## src/rtl/legv8_pkg.sv

```systemverilog
// Shared types and constants for the LEGv8 fetch stage.
// Contents: fetch FSM state enum, instruction width, PC increment, default
// halt encoding. No logic.
package legv8_pkg;

  localparam int INSN_W = 32;
  localparam int PC_INC = 4;
  localparam logic [INSN_W-1:0] HALT_INSN_DEF = 32'hFFFF_FFFF;

  typedef enum logic [1:0] {
    BOOT = 2'd0,
    RUN  = 2'd1,
    HALT = 2'd2
  } fetch_state_t;

endpackage

```

## src/rtl/legv8_next_pc_mux.sv

```systemverilog
// Next-PC priority mux with the sequential +4 incrementer.
// Latency: purely combinational, zero cycles.
// Backpressure: stall holds the PC; redirect overrides stall; hold (BOOT/HALT/halt hit) overrides all.
// Ports: state, halt_hit, redirect, redirect_pc, stall, pc_q in; next_pc out.
module legv8_next_pc_mux
  import legv8_pkg::*;
#(
  parameter int PC_W = 64
) (
  input  fetch_state_t    state,
  input  logic            halt_hit,
  input  logic            redirect,
  input  logic [PC_W-1:0] redirect_pc,
  input  logic            stall,
  input  logic [PC_W-1:0] pc_q,
  output logic [PC_W-1:0] next_pc
);

  // Branch targets are word aligned; the low two bits are dropped.
  logic unused_rpc_bits;
  assign unused_rpc_bits = ^redirect_pc[1:0];

  always_comb begin
    next_pc = pc_q + PC_W'(PC_INC);
    // The halt word freezes at its own PC so memory keeps presenting it.
    if (state != RUN || halt_hit) begin
      next_pc = pc_q;
    end else if (redirect) begin
      next_pc = {redirect_pc[PC_W-1:2], 2'b00};
    end else if (stall) begin
      next_pc = pc_q;
    end
  end

endmodule

```

## src/rtl/legv8_fetch_unit.sv

```systemverilog
// LEGv8 fetch stage: owns the PC, drives the synchronous imem, aligns instr/pc/valid at IF/ID.
// Latency: one cycle from imem_addr to out_instr/out_pc; redirect takes effect with zero bubbles.
// Backpressure: stall holds pc_q and re-reads the same word, so outputs stay stable while stalled.
// Ports: clk, rst_n; imem_addr/imem_instruction to memory; stall, redirect, redirect_pc from
//        hazard/branch logic; out_instr, out_pc, out_valid, halted, fetch_count to decode.
module legv8_fetch_unit
  import legv8_pkg::*;
#(
  parameter int                PC_W      = 64,
  parameter logic [PC_W-1:0]   RESET_PC  = 64'h0,
  parameter logic [INSN_W-1:0] HALT_INSN = HALT_INSN_DEF
) (
  input  logic              clk,
  input  logic              rst_n,
  output logic [31:0]       imem_addr,
  input  logic [INSN_W-1:0] imem_instruction,
  input  logic              stall,
  input  logic              redirect,
  input  logic [PC_W-1:0]   redirect_pc,
  output logic [INSN_W-1:0] out_instr,
  output logic [PC_W-1:0]   out_pc,
  output logic              out_valid,
  output logic              halted,
  output logic [31:0]       fetch_count
);

  fetch_state_t    state, state_nx;
  logic [PC_W-1:0] pc_q;
  logic [PC_W-1:0] next_pc;
  logic            accept;
  logic            halt_hit;

  // pc_q and the memory output register both load from next_pc on the same
  // edge, so out_instr is always the word at out_pc without any skid buffer.
  assign out_instr = imem_instruction;
  assign out_pc    = pc_q;
  assign out_valid = (state == RUN);
  assign halted    = (state == HALT);

  assign accept   = (state == RUN) && !stall && !redirect;
  assign halt_hit = accept && (imem_instruction == HALT_INSN);

  legv8_next_pc_mux #(
    .PC_W (PC_W)
  ) u_next_pc_mux (
    .state       (state),
    .halt_hit    (halt_hit),
    .redirect    (redirect),
    .redirect_pc (redirect_pc),
    .stall       (stall),
    .pc_q        (pc_q),
    .next_pc     (next_pc)
  );

  // Word index; memory truncates further to its own depth.
  assign imem_addr = next_pc[33:2];

  logic unused_next_pc;
  assign unused_next_pc = ^{next_pc[PC_W-1:34], next_pc[1:0]};

  always_comb begin
    state_nx = state;
    case (state)
      BOOT:    state_nx = RUN;
      RUN:     if (halt_hit) state_nx = HALT;
      HALT:    state_nx = HALT;
      default: state_nx = BOOT;
    endcase
  end

  always_ff @(posedge clk or negedge rst_n) begin
    if (!rst_n) begin
      state       <= BOOT;
      pc_q        <= RESET_PC;
      fetch_count <= 32'd0;
    end else begin
      state <= state_nx;
      pc_q  <= next_pc;
      // Halt word counts as accepted; redirect-cycle (wrong-path) word does not.
      if (accept) begin
        fetch_count <= fetch_count + 32'd1;
      end
    end
  end

endmodule

```

## config.mk

```make
export PLATFORM = sky130hd
export DESIGN_NAME = legv8_fetch_unit
export DESIGN_NICKNAME = d
export VERILOG_FILES = /design/src/rtl/legv8_pkg.sv /design/src/rtl/legv8_next_pc_mux.sv /design/src/rtl/legv8_fetch_unit.sv
export SDC_FILE = /design/constraint.sdc
export NUM_CORES = 1
export LEC_CHECK = 0
export CORE_UTILIZATION = 40
export CTS_BUF_LIST = sky130_fd_sc_hd__clkbuf_8
export DETAILED_ROUTE_END_ITERATION = 8
export HOLD_SLACK_MARGIN = 0.03
export PLACE_DENSITY = 0.79
export SLEW_MARGIN = 30
export SYNTH_ARGS = -nofsm -noshare
export SYNTH_HDL_FRONTEND = slang
export SYNTH_SLANG_ARGS = --single-unit
```

## constraint.sdc

```tcl
create_clock -name clk -period 2.8 [get_ports clk]
set_input_delay 0.56 -clock clk [delete_from_list [all_inputs] [get_ports clk]]
set_output_delay 0.56 -clock clk [all_outputs]
set_load 0.1 [all_outputs]
```

==> results.toml, run 1 <==
[placed_design]
dp_hpwl_um = 17900
pre_cts_slack_ps = -759
port_buffers = 259
placedCellCount = 1184
gp_congestion = 0.934

[timing]
fin_crit_sh = 1.15
maxSlewViolCount = 0
rsz0062_at_grt = "yes"
post-route-min-period_ps = 3210
hold_viol_final = 0
finalClockSkew_ps = 12.1
setup_viol = 32
setup_slack_ps = -412
tightest_slew_ps = 544
slew_headroom = 0.635
fmax_mhz = 311

[finish]
nNetsFinal = 1176
final_layout_size_suffix_gt1_frac = 0.496
antennaDiodeCount = 0
final.fill_count = 964
final_cells = 1260
syn_to_final_growth_pct = 81.5

[die]
core_area_sq_mm = 0.0148
start_util = 0.417
num_rows = 44
fp.dieW_um = 126
chipHeight_um = 126
die_area_sq_mm = 0.0159
ios = 262

[pwr]
power_density_mw_per_mm2 = 492
max-vdd-ir-drop_mv = 0.391
finalPower_mw = 5.50
leakage_nw = 4.74

[global_route]
grt-ovfl-total = 0
grt_pass1_vias = 7348
antenna_found_initial = 0
grt_max_degree = 41
grt_pass1_wl_um = 39700
grt_use_total = 0.319

[clocking]
cts_tree = "built"
path_clk_slew_ps = 110
clkLatencyLatePin_ps = 400
cts_sinks = 98
cts_made_buffers = 9
ctsLongestPathBuffers = 2
cts_hold_buf = 0
root_buffer = "clkbuf_8"
htreeDepth = 3

[drt]
drtIter0Drc = 730
ant_nets = 0
vias = 7721
viasPerCell = 6.13
wl_per_cell_um = 21.8
wirelength_um = 27400
drcViolationCount = 0
drt_pre_antenna_iters = 5

[synth]
synth_area_per_cell_sq_um = 8.64
synthFlopType = "dfrtp_1"
syn-num-nets = 818
synth_top_area_share = 0.398
synth_area_leader_cell = "dfrtp_1"
yosys-top-cells-area = "dfrtp_1, nand4_1, nand3_1"
synth.ff_latch_count = 98
synth_cell_types = 60
ys.warnings.count = 0
synth_edf_count = 0
synth_area_sq_mm = 0.00616
async_flop_share = 1.00
yosysSeqAreaShare = 0.398
netlist_instances = 713

[worst_setup_path]
cp_max_fo = 5
r2r_start = "out_pc[12]$_DFF_PN0_"
r2r_cells = 9
critical_path_class = "input pin to output port"
arrival_ps = 2650
critPathMaxStageDelay_ps = 600
worstPathRequired_ps = 2240
slowest_stage = "or4_4"
critPathLaunchType = "input pin"
end_kind = "output port"
crit_top_cell = "buf_12"
crit_start = "imem_instruction[6]"
cp_cell_sequence = "buf_6 > nand4_1 > or4_4 > o31a_4 > buf_12 > buf_8 > nand3_4 > o21ai_4 > a21oi_4 > buf_12"

[job]
maxCapViolations = 0

[run_status]
violations = "negative setup slack"
status = "complete, but fails checks"

[worst_hold_path]
min_path_type = "input pin to asynchronous set/reset pin"
final timing paths:
check | slack (ps) | endpoint
worst min-delay path | 90 | out_pc[63]$_DFFE_PN0P_
worst max-delay path | -410 | imem_addr[14]
min in group clk | 490 | fetch_count[31]$_DFFE_PN0P_
max in group asynchronous | 1980 | fetch_count[17]$_DFFE_PN0P_
worst max register to register | 280 | out_pc[60]$_DFFE_PN0P_
worst min register to register | 490 | fetch_count[31]$_DFFE_PN0P_
cells in the final DEF, fill, tap and decap left out, types with 20 or more instances in the layout:
cell type,count
nand2_1,53
nor2_1,34
buf_4,247
clkdlybuf4s50_1,63
dfrtp_1,63
buf_6,42
nand3_1,49
nor3_1,23
nand4_1,54
xnor2_1,24
buf_12,40
dfrtp_4,20
kinds of logic (layout without fill, tap and decap cells):
| family | after synthesis | after routing | share of synthesized area |
|---|---|---|---|
| and+or+nand+nor | 342 | 342 | 0.307 |
| AOI/OAI and AO/OA | 151 | 152 | 0.158 |
| DFF | 98 | 98 | 0.398 |
| buffers and inverters | 78 | 440 | 0.0687 |
| xor gates and xnor gates | 31 | 31 | 0.0441 |
| muxes | 8 | 8 | 0.0134 |
| adders and majority gates | 5 | 5 | 0.0102 |
worst max-delay path, delay by kind of cell:
family                 cells  cell delay, ps
AO/OA/AOI/OAI              3             720
buffers and inverters      4             560
AND/OR/NAND/NOR            3             810
synthesized netlist by cell type (7+ instances only):
master and number:
inv_1 10, a22oi_1 19, and3_1 18, buf_2 8, nor4_1 10, xor2_1 7, or2_2 8, nor3_1 30
a21oi_1 32, xnor2_1 24, or3_1 10, buf_4 32, nor2_1 44, o21ai_0 32, nand3_1 62, nand2_1 59
and2_1 8, clkbuf_1 27, nand4_1 54, dfrtp_1 98, or4_1 10, o22ai_1 25
report_power, final:
part | leakage [nW] | switching [mW] | internal, mW
Clock | 0.0849 | 0.564 | 0.323
Sequential | 1.18 | 0.224 | 1.56
Combinational | 3.47 | 2.02 | 0.815
Total | 4.74 | 2.80 | 2.70
registers in the layout (all words and copies together), names as in the netlist:
| register | count |
|---|---|
| state | 2 |
| fetch_count | 32 |
| out_pc | 64 |
metrics by stage:
step | hold slack, ps | setup TNS [ps] | area (sq um) | utilization
final | 93.0 | -9200 | 11200 | 0.757
after global routing | 113 | -10800 | 11200 | 0.757
after CTS | 103 | -7690 | 10900 | 0.735
after detailed placement | 476 | -30290 | 10100 | 0.682
after global placement | 459 | -30130 | 10100 | 0.682
after floorplan | 264 | -9600 | 6910 | -
routing by layer:
metal	wire, um	part of all wire	vias to the layer above	global-route usage
met1	10200	0.37	3767	0.397
met5	0	0	-	0
met3	2450	0.089	90	0.0743
met2	13600	0.50	480	0.540
met4	1170	0.043	0	0.116
li1	-	-	3384	-
cell type report:
cell class,count,area (sq um),share of cell area
inverters,11,41.3,0.00369
flip-flops and latches,98,2550,0.228
clock inverters,7,47.5,0.00425
clock buffers,9,124,0.0111
multi-input cells,538,4250,0.380
repair buffers,413,3930,0.352
well taps,184,230,0.0206
timing repair:
item | 4_1_cts | 5_1_grt
pin swaps | 45 | 36
resized for setup | 211 | 44
setup buffers | 38 | 21
setup endpoints to repair | 32 | 32
cloned | 3 | 0
Power figures use the tool's default switching activity.
==> inputs of run 2 (changes only) <==
- CTS_CLUSTER_DIAMETER: unset -> 60
- REMOVE_ABC_BUFFERS: unset -> 1
==> results.toml, run 2 (synthesis gave the netlist of run 1 again) <==
[die]
chipHeight_um = 126
core_area_sq_mm = 0.0148
num_rows = 44
fp.dieW_um = 126
die_area_sq_mm = 0.0159
ios = 262
start_util = 0.417

[clocking]
cts_tree = "built"
ctsLongestPathBuffers = 2
htreeDepth = 3
clkLatencyLatePin_ps = 390
cts_hold_buf = 0
cts_sinks = 98
root_buffer = "clkbuf_8"
cts_made_buffers = 9
path_clk_slew_ps = 100

[global_route]
busiest_layer = "met2"
met1_usage = 0.386
grt_pass1_wl_um = 39100
met2_usage = 0.511
grt_pass1_vias = 7278
grt_max_degree = 53
antenna_found_initial = 1
grt_use_total = 0.314
grt-ovfl-total = 0
use_met3 = 0.0824

[timing]
tns_ps = -10060
hold_viol_final = 0
maxSlewViolCount = 0
fmax_mhz = 309
fin_crit_sh = 1.16
setup_viol = 32
post-route-min-period_ps = 3230
slew_headroom = 0.509
tightest_slew_ps = 737
rsz0062_at_grt = "yes"
setup_slack_ps = -434
fin_hold_ws_ps = 211
finalClockSkew_ps = 10.5

[worst_setup_path]
r2r_cells = 8
crit_start = "imem_instruction[22]"
critPathMaxStageDelay_ps = 560
r2r_start = "out_pc[23]$_DFF_PN0_"
rrSetupSlack_ps = 30
cp_cell_sequence = "buf_6 > nand4_1 > or4_4 > o31a_4 > buf_6 > buf_16 > nand4_1 > o21ai_2 > nor2_2 > buf_12"
crit_end = "imem_addr[13]"
critPathLaunchType = "input pin"
slowest_stage = "or4_4"
critical_path_class = "input pin to output port"
cp_max_fo = 8
end_kind = "output port"
worstPathRequired_ps = 2240
arrival_ps = 2670
r2r_end = "out_pc[48]$_DFFE_PN0P_"

[finish]
final_cell_mix = "buf_4, dfrtp_1, clkdlybuf4s50_1"
final.fill_count = 1024
register_area_sq_mm = 0.00245
final_layout_size_suffix_gt1_frac = 0.452
multi_input_area_sq_mm = 0.00388
post-route-util = 0.728
largest_reg_flops = 64
syn_to_final_growth_pct = 74.5
final_common_cell = "buf_4"
nNetsFinal = 1174

[worst_hold_path]
min_path_type = "input pin to asynchronous set/reset pin"

[pwr]
power_density_mw_per_mm2 = 512
seqPwrFrac = 0.316
clkPwrFrac = 0.179
leakage_nw = 4.67
p_sw_mw = 2.75
finalPower_mw = 5.50
p_int_mw = 2.75
pwr-share-comb = 0.505
power_switching_share = 0.501
max-vdd-ir-drop_mv = 0.465

[drt]
wirelength_um = 26600
drcViolationCount = 0
viasPerCell = 6.07
wl_per_cell_um = 21.1
drt_pre_antenna_iters = 5
ant_nets = 0
vias = 7643
drtIter0Drc = 678

[run_status]
status = "complete, but fails checks"
violations = "negative setup slack"

[placed_design]
port_buffers = 259
pre_cts_slack_ps = -921
gp_congestion = 0.934
dp_hpwl_um = 18100

[job]
maxCapViolations = 0
## run 2: final cells by class
class	count	area share
inverter	11	0.00384
clock buffer	9	0.0115
timing repair buffer	412	0.366
tap	184	0.0214
multi-input combinational	537	0.361
antenna	1	0.000233
sequential	98	0.229
clock inverter	7	0.00722
## run 2: critical path, delay by kind of cell
| family | cells | cell delay [ps] |
|---|---|---|
| AND/OR/NAND/NOR | 4 | 1010 |
| AO/OA/AOI/OAI | 2 | 510 |
| buffers and inverters | 4 | 580 |
## run 2: per-stage QoR
step / instance area (sq um) / cells
after floorplan: 5780 / 646
after global placement: 9680 / 1216
after detailed placement: 9680 / 1216
after CTS: 10200 / 1241
after global routing: 10700 / 1259
final: 10700 / 1259
## run 2: worst min-delay path by stage
| stage | start | endpoint | slack, ps |
|---|---|---|---|
| 3_3_place_gp | fetch_count[31]$_DFFE_PN0P_ | fetch_count[31]$_DFFE_PN0P_ | 460 |
| 4_1_cts | rst_n | fetch_count[18]$_DFFE_PN0P_ | 230 |
| 5_1_grt | rst_n | fetch_count[18]$_DFFE_PN0P_ | 250 |
| 2_1_floorplan | rst_n | fetch_count[0]$_DFFE_PN0P_ | 260 |
| 3_5_place_dp | fetch_count[31]$_DFFE_PN0P_ | fetch_count[31]$_DFFE_PN0P_ | 470 |
| 6_report | rst_n | fetch_count[23]$_DFFE_PN0P_ | 210 |
## run 2: power groups by stage
| stage | logic, mW | registers (mW) | clock network, mW |
|---|---|---|---|
| 3_5_place_dp | 2.64 | 1.75 | 0 |
| 3_3_place_gp | 2.63 | 1.74 | 0 |
| 6_report | 2.78 | 1.74 | 0.985 |
| 2_1_floorplan | 0.610 | 2.64 | 0 |
| 4_1_cts | 2.67 | 1.72 | 0.990 |
| 5_1_grt | 2.86 | 1.76 | 1.04 |
## run 2: repair_timing
action	4_1_cts	5_1_grt
buffers inserted	14	21
cloned	3	0
endpoints found under the setup margin	32	32
gates resized for setup	220	89
pin swaps	41	37
## run 2: layer usage
layer,part of all wire,wire length [um],vias up
li1,-,-,3380
met1,0.38,10000,3659
met2,0.48,12800,491
met3,0.098,2620,113
met4,0.044,1170,0
met5,0,0,-
